**config.mk**
```make
export PLATFORM = sky130hd
export DESIGN_NAME = vedic_mul9_pipe
export DESIGN_NICKNAME = d
export VERILOG_FILES = /design/src/rtl/vedic_pkg.sv /design/src/rtl/vedic_3x3.sv /design/src/rtl/vedic_mul9_pipe.sv
export SDC_FILE = /design/constraint.sdc
export NUM_CORES = 1
export LEC_CHECK = 0
export CAP_MARGIN = 20
export CORE_MARGIN = 4
export CORE_UTILIZATION = 40
export CTS_CLUSTER_DIAMETER = 40
export CTS_CLUSTER_SIZE = 20
export DETAILED_ROUTE_END_ITERATION = 8
export PLACE_DENSITY = 0.71
export SLEW_MARGIN = 0
export SYNTH_ARGS = -nofsm -noshare
export SYNTH_HDL_FRONTEND = slang
export SYNTH_SLANG_ARGS = --single-unit
```
**constraint.sdc**
```tcl
create_clock -name clk -period 6.4 [get_ports clk]
set_clock_uncertainty 0.1 [all_clocks]
set_input_delay 1.6 -clock clk [delete_from_list [all_inputs] [get_ports clk]]
set_output_delay 1.6 -clock clk [all_outputs]
set_load 0.1 [all_outputs]
```
**src/rtl/vedic_pkg.sv**
```systemverilog
// Shared widths for the 9x9 Urdhva-Tiryagbhyam pipelined multiplier.
package vedic_pkg;

  localparam int OPW     = 9;          // operand width
  localparam int DIGW    = 3;          // base-8 digit width
  localparam int PW      = 18;         // product width
  localparam int MUL_LAT = 3;          // input-to-output latency in cycles
  localparam int NDIG    = OPW / DIGW; // digits per operand
  localparam int PPW     = 2 * DIGW;   // digit-product width

  typedef logic [PPW-1:0] pp_t;

endpackage

```
**src/rtl/vedic_3x3.sv**
```systemverilog
// Combinational 3-bit x 3-bit digit multiplier; the leaf cell of the vertical-crosswise array.
module vedic_3x3
  import vedic_pkg::*;
(
  input  logic [DIGW-1:0] i_x,
  input  logic [DIGW-1:0] i_y,
  output logic [PPW-1:0]  o_prod
);

  // Widen before multiplying so the full 6-bit product is kept.
  assign o_prod = PPW'(i_x) * PPW'(i_y);

endmodule

```
**src/rtl/vedic_mul9_pipe.sv**
```systemverilog
// 9x9 unsigned multiplier, three pipeline stages:
//   stage 1: nine digit products, stage 2: column sums, stage 3: weighted final sum.
// Handshake: a pair transfers on in_valid & in_ready and a product on out_valid & out_ready.
// The whole pipe moves together on adv = !out_valid | out_ready; in_ready is adv, so it
// never depends on in_valid, and while the output is stalled every stage holds.
module vedic_mul9_pipe
  import vedic_pkg::*;
(
  input  logic           clk,
  input  logic           rst_n,
  input  logic [OPW-1:0] a,
  input  logic [OPW-1:0] b,
  input  logic           in_valid,
  output logic           in_ready,
  output logic [PW-1:0]  p,
  output logic           out_valid,
  input  logic           out_ready
);

  logic                           w_adv;
  pp_t [NDIG-1:0][NDIG-1:0]       w_pp;     // w_pp[i][j] = a_i * b_j
  pp_t [NDIG-1:0][NDIG-1:0]       r_pp;
  logic                           r_v1;

  logic [PPW-1:0]                 w_c0;
  logic [PPW:0]                   w_c1;
  logic [PPW+1:0]                 w_c2;
  logic [PPW:0]                   w_c3;
  logic [PPW-1:0]                 w_c4;
  logic [PPW-1:0]                 r_c0;
  logic [PPW:0]                   r_c1;
  logic [PPW+1:0]                 r_c2;
  logic [PPW:0]                   r_c3;
  logic [PPW-1:0]                 r_c4;
  logic                           r_v2;

  logic [PW-1:0]                  w_sum;
  logic [PW-1:0]                  r_p;
  logic                           r_out_valid;

  assign w_adv    = !r_out_valid || out_ready;
  assign in_ready = w_adv;

  // Nine digit multipliers: digit i of a against digit j of b.
  for (genvar gi = 0; gi < NDIG; gi++) begin : g_row
    for (genvar gj = 0; gj < NDIG; gj++) begin : g_col
      vedic_3x3 u_mul (
        .i_x    (a[gi*DIGW +: DIGW]),
        .i_y    (b[gj*DIGW +: DIGW]),
        .o_prod (w_pp[gi][gj])
      );
    end
  end

  // Stage 1 data: digit products; no reset needed since v1 qualifies them.
  always_ff @(posedge clk) begin
    if (w_adv) r_pp <= w_pp;
  end

  // Stage 1 valid: a bubble enters whenever the pipe advances without a pair.
  always_ff @(posedge clk or negedge rst_n) begin
    if (!rst_n)     r_v1 <= 1'b0;
    else if (w_adv) r_v1 <= in_valid;
  end

  // Crosswise column sums; each width holds the worst case 49 per term.
  assign w_c0 = r_pp[0][0];
  assign w_c1 = (PPW+1)'(r_pp[0][1]) + (PPW+1)'(r_pp[1][0]);
  assign w_c2 = (PPW+2)'(r_pp[0][2]) + (PPW+2)'(r_pp[1][1]) + (PPW+2)'(r_pp[2][0]);
  assign w_c3 = (PPW+1)'(r_pp[1][2]) + (PPW+1)'(r_pp[2][1]);
  assign w_c4 = r_pp[2][2];

  // Stage 2 data: column sums.
  always_ff @(posedge clk) begin
    if (w_adv) begin
      r_c0 <= w_c0;
      r_c1 <= w_c1;
      r_c2 <= w_c2;
      r_c3 <= w_c3;
      r_c4 <= w_c4;
    end
  end

  // Stage 2 valid.
  always_ff @(posedge clk or negedge rst_n) begin
    if (!rst_n)     r_v2 <= 1'b0;
    else if (w_adv) r_v2 <= r_v1;
  end

  // Column k carries weight 8^k; the exact product fits in 18 bits.
  assign w_sum = PW'(r_c0)
               + (PW'(r_c1) << DIGW)
               + (PW'(r_c2) << (2*DIGW))
               + (PW'(r_c3) << (3*DIGW))
               + (PW'(r_c4) << (4*DIGW));

  // Stage 3: registered product and output valid, both cleared by reset.
  always_ff @(posedge clk or negedge rst_n) begin
    if (!rst_n) begin
      r_p         <= '0;
      r_out_valid <= 1'b0;
    end else if (w_adv) begin
      r_p         <= w_sum;
      r_out_valid <= r_v2;
    end
  end

  assign p         = r_p;
  assign out_valid = r_out_valid;

endmodule

```
; Word-level counts from Yosys, hierarchy flattened
; Index checks and enable logic that the tools add are counted.
[word_totals]
memories = 0
inputBits = 22
ff_bits = 109
latchBits = 0
wordCells = 37
romBits = 0
ram_bits = 0
[op_classes]
n_addsub = 8
n_reduce_logical = 2
multipliers = 9
n_bitwise = 0
eq_ne = 0
div_mod_pow = 0
n_lt_le_gt_ge = 0
mux = 0
n_shift = 0
[ops]
columns = op, count
row1 = $mul 3x3->6, 9
row2 = $add 6x6->7, 3
row3 = $add 17x18->18, 1
row4 = $add 15x16->17, 1
row5 = $add 11x14->15, 1
row6 = $add 6x10->11, 1
row7 = $add 7x6->8, 1
row8 = $logic_not 1->1, 1
row9 = $logic_or 1x1->1, 1

; Longest topological paths before layout
[depth]
word_depth = 4
mapped_depth = 10
mapped_depth_nobuf = 10

; By module
; Synthesis repeated with hierarchy kept, for this count alone.
[unflattened]
cells_unflattened = 563
hier_area_um2 = 6754.0
[by_module_without_submodules]
columns = module, n_inst, area_each_um2, cells_each
row1 = vedic_mul9_pipe, 1, 4986.0, 347
row2 = vedic_3x3, 9, 196.4, 24

; Least setup slack after synthesis
; No wires, ideal clock.
[synth_path]
path_type = input-to-output
startpoint = input out_ready
endpoint = output in_ready
t_arrival_ns = 5.300
slack_ns = -0.600
stages = 4
required_ns = 4.700
cell_sequence = nor2b_1 -> clkbuf_1 -> clkinv_1 -> clkbuf_1
[synth_via]
elab_chain_cells = 1
[synth_lines]
columns = item, line
row1 = from (decl), vedic_mul9_pipe.sv:17  ; input logic out_ready
row2 = $logic_or 1x1->1, vedic_mul9_pipe.sv:41  ; assign w_adv = !r_out_valid || out_ready;
row3 = to (decl), vedic_mul9_pipe.sv:14  ; output logic in_ready,
; Every way passes these cells.

; Final worst setup path
; Same ends and word-level chain as after synthesis.

==> impl_summary.txt <==
----------------------------------------------------
[Synthesis]
  Leading cell types by count after synthesis ... 88 x sky130_fd_sc_hd__edfxtp_1, 85 x sky130_fd_sc_hd__ha_1, 70 x sky130_fd_sc_hd__and2_1, 69 x sky130_fd_sc_hd__inv_1, 46 x sky130_fd_sc_hd__nand2_1
  Post-synth EDFFs ... 88
  Cell with the most instances after synthesis ... sky130_fd_sc_hd__edfxtp_1
  Async set or reset register ratio after synthesis ... 0.1927
  Post-synth cell types ... 43
  Synthesized Nets ... 696
  Primary flip-flop cell chosen by synthesis mapping ... sky130_fd_sc_hd__edfxtp_1
  Total of warnings raised by yosys ... 0
  Post-Syn Instances ... 558
  Flop and latch count out of synthesis ... 109
  Cell Area, Synth ... 6725 sq um
  Biggest area contributors in the synthesized netlist ... sky130_fd_sc_hd__edfxtp_1 39%, sky130_fd_sc_hd__ha_1 16%, sky130_fd_sc_hd__fa_1 9.2%
  Synthesized area per cell ... 12.05 sq um
  Post-synthesis sequential area ratio ... 0.4711
  Synth area leader ... sky130_fd_sc_hd__edfxtp_1
  Proportion of netlist area held by the largest area contributor ... 0.3929

[GRT]
  Global-route congestion overflow total ... 0
  Global-route wire length before repair ... 20330 microns
  Antenna violations before repair ... 0
  Tot GR Track Use ... 0.1369
  Pin count of the biggest net entering global routing ... 77
  Via count of the first global-routing pass ... 4196

[Routing]
  Routed via count ... 4085
  Number of nets still failing antenna checks after routing ... 0
  1st-iter DRT viols ... 190
  Total met3 wirelength after detailed routing ... 547 microns
  Pre-Repair DR Iteration Count ... 4
  Wire length on met2 ... 5458 microns
  Post-detailed-route wirelength per cell ... 14.11 microns
  Routed metal-1 wirelength ... 5588 microns
  Number of remaining DRC errors ... 0
  Highest metal layer with signal wires ... met4
  Mean number of vias per cell ... 4.910
  Final wirelength ... 11740 microns

[Hold path]
  Startpoint of the most critical hold path ... w_c4[0]
  Hold path endpoint ... r_c4[0]
  Path category of the worst min-delay check ... register to register
  Hold Crit Depth ... 0

[Worst setup path]
  Launch instance of the worst register-to-register path ... r_c1[6]
  Kind of critical path ... input port to output port
  Endpoint kind of the worst setup timing path ... output port
  CP max FO ... 39
  Data required time at the worst endpoint ... 4700 ps
  Setup slack of the most critical reg-to-reg path ... 3570 ps
  Critical path arrival ... 3040 ps
  Most numerous cell on the critical path ... sky130_fd_sc_hd__buf_4
  Count of cells along the worst register-to-register path ... 9
  Worst-path cell chain ... clkdlybuf4s50_1 -> nor2b_2 -> buf_4 -> inv_4 -> buf_4
  Type of origin of the critical path ... input port
  CP max stage delay ... 480 ps
  Critical R2R Capture ... p[16]
  Library cell contributing the largest single delay on the critical path ... sky130_fd_sc_hd__clkdlybuf4s50_1

[Final layout]
  Final design instance area without fill ... 7706 sq um
  Post-route core utilization ... 0.4663
  Share of layout cells above drive strength 1 ... 0.04248
  Synth-to-Final Area Change ... 14.59%
  Final #Nets ... 745
  Count of inserted antenna diode cells ... 0

[Power and ir drop]
  Worst ir drop on vdd ... 415.4 uV
  PwrDens ... 475.9 nW/um^2
  Total power ... 3.667 mW
  Lkg Pwr ... 3.594 nW

[Clock tree]
  Total number of H-tree levels ... 3
  Root buffer cell ... sky130_fd_sc_hd__clkbuf_16
  Clock transition at the registers of the reported paths ... 70 ps
  Count of clock tree sinks ... 109
  Latest clock arrival within the worst-skew pair ... 350 ps
  Largest buffer count on any clock path ... 2
  Total clock buffers created by CTS ... 9
  Buffer count from post-CTS setup fixing ... 0
  Total of cells resized after clock tree synthesis ... 0
  Cts-stage hold buffer count ... 0
  Clock tree from TritonCTS ... done

[STA]
  Slew @ Worst Pin ... 973.7 ps
  Part of the cycle the worst path needs ... 0.7402
  Headroom to the max-slew limit ... 0.3488
  Final Max Slew Viols ... 0
  Unrepaired setup endpoints after global routing ... false
  Total negative slack for setup checks ... 0 ps
  Number of hold violations in the final report ... 0
  Peak Freq ... 211.1 MHz
  Hold Slack ... 310.7 ps
  Final setup vio count ... 0
  Tmin final ... 4737 ps

[Floorplanning]
  Number of primary I/O pins ... 42
  Horizontal die dimension ... 137.7 microns
  Die area ... 18950 sq um
  FP Rows ... 47
  Initial Utilization ... 0.4070
  Core region area ... 16520 sq um
  Die height ... 137.7 microns

[Placed design]
  DPL Wire Length ... 8884 microns
  Weighted congestion at the end of routability-driven global placement ... 0.7734
  Placed Instance Area ... 7410 sq um
  Number of buffers added on ports ... 41

[Run]
  # Max-Cap Violations ... 0

[Run status]
  Outcome ... finished, final reports clean

----------------------------------------------------
==> layer usage <==
layer / vias up / global-route usage
li1: 2021 / -
met1: 1975 / 0.1861
met2: 75 / 0.2221
met3: 14 / 0.03433
met4: 0 / 0.02993
met5: - / 0
==> power by group <==
group / total, mW / internal [mW] / switching, mW
Sequential: 1.19 / 1.09 / 0.0994
Combinational: 1.92 / 0.686 / 1.24
Clock: 0.554 / 0.278 / 0.276
==> worst max-delay path, delay by kind of cell <==
family	cells	cell delay, ps
simple gates	1	40
buf+inv	4	1390
==> metrics by stage <==
step                worst slack, ps  cells
finish                         1663    832
global route                   1576    832
CTS                            1643    832
detailed placement             1650    816
global placement               1663    816
floorplan                      1162    558
==> area by class of cell <==
type | instances | area (sq um)
inverters | 70 | 265.3
flip-flops and latches | 109 | 3168
fillers | 1459 | 8818
clock buffers | 9 | 225.2
repair buffers | 43 | 422.9
multi-input cells | 374 | 3278
well taps | 220 | 275.3
clock inverters | 7 | 71.32
==> kinds of logic (layout without fill, tap and decap cells) <==
kind of cell | Yosys count | count (layout) | synth area share
adder cells (fa/ha/maj) | 116 | 116 | 0.2504
XOR/XNOR | 26 | 26 | 0.03386
flip-flops | 109 | 109 | 0.4711
buffers and inverters | 75 | 129 | 0.04186
AO/OA/AOI/OAI | 77 | 77 | 0.08018
AND/OR/NAND/NOR | 155 | 155 | 0.1226
==> flip-flops by register name, indices dropped and copies added (netlist names) <==
register,cells
r_v1,1
r_c3,7
w_c4,6
r_c2,8
w_c0,6
out_valid,1
r_c1,7
r_c0,6
p,18
r_v2,1
r_c4,6
r_pp,42
==> placed cells by master (no fill, tap or decap), types with 2 or more instances in the layout <==
cell	instances
sky130_fd_sc_hd__edfxtp_1	88
sky130_fd_sc_hd__ha_1	85
sky130_fd_sc_hd__and2_1	70
sky130_fd_sc_hd__inv_1	69
sky130_fd_sc_hd__nand2_1	46
sky130_fd_sc_hd__clkdlybuf4s50_1	40
sky130_fd_sc_hd__fa_1	31
sky130_fd_sc_hd__a21o_1	28
sky130_fd_sc_hd__dfrtp_1	21
sky130_fd_sc_hd__xnor2_1	20
sky130_fd_sc_hd__a21oi_1	19
sky130_fd_sc_hd__nor2_1	11
sky130_fd_sc_hd__clkbuf_16	9
sky130_fd_sc_hd__nand3_1	7
sky130_fd_sc_hd__o21bai_1	6
sky130_fd_sc_hd__xor2_1	6
sky130_fd_sc_hd__o21ai_0	6
sky130_fd_sc_hd__and3_1	4
sky130_fd_sc_hd__inv_4	3
sky130_fd_sc_hd__or3_1	3
sky130_fd_sc_hd__inv_8	3
sky130_fd_sc_hd__buf_4	3
sky130_fd_sc_hd__nor2b_1	2
sky130_fd_sc_hd__o21a_1	2
sky130_fd_sc_hd__nor4_1	2
sky130_fd_sc_hd__o211ai_1	2
sky130_fd_sc_hd__nor3_1	2
sky130_fd_sc_hd__o2111ai_1	2
sky130_fd_sc_hd__o31ai_1	2
==> worst max path at each step <==
stage | start | end | slack, ps | depth (start not counted)
CTS | out_ready | in_ready | 1640 | 5
global route | out_ready | in_ready | 1580 | 5
floorplan | out_ready | in_ready | 1160 | 4
global placement | out_ready | in_ready | 1660 | 5
detailed placement | out_ready | in_ready | 1650 | 5
finish | out_ready | in_ready | 1660 | 5
Note: power is estimated with default switching activity, not from simulation.
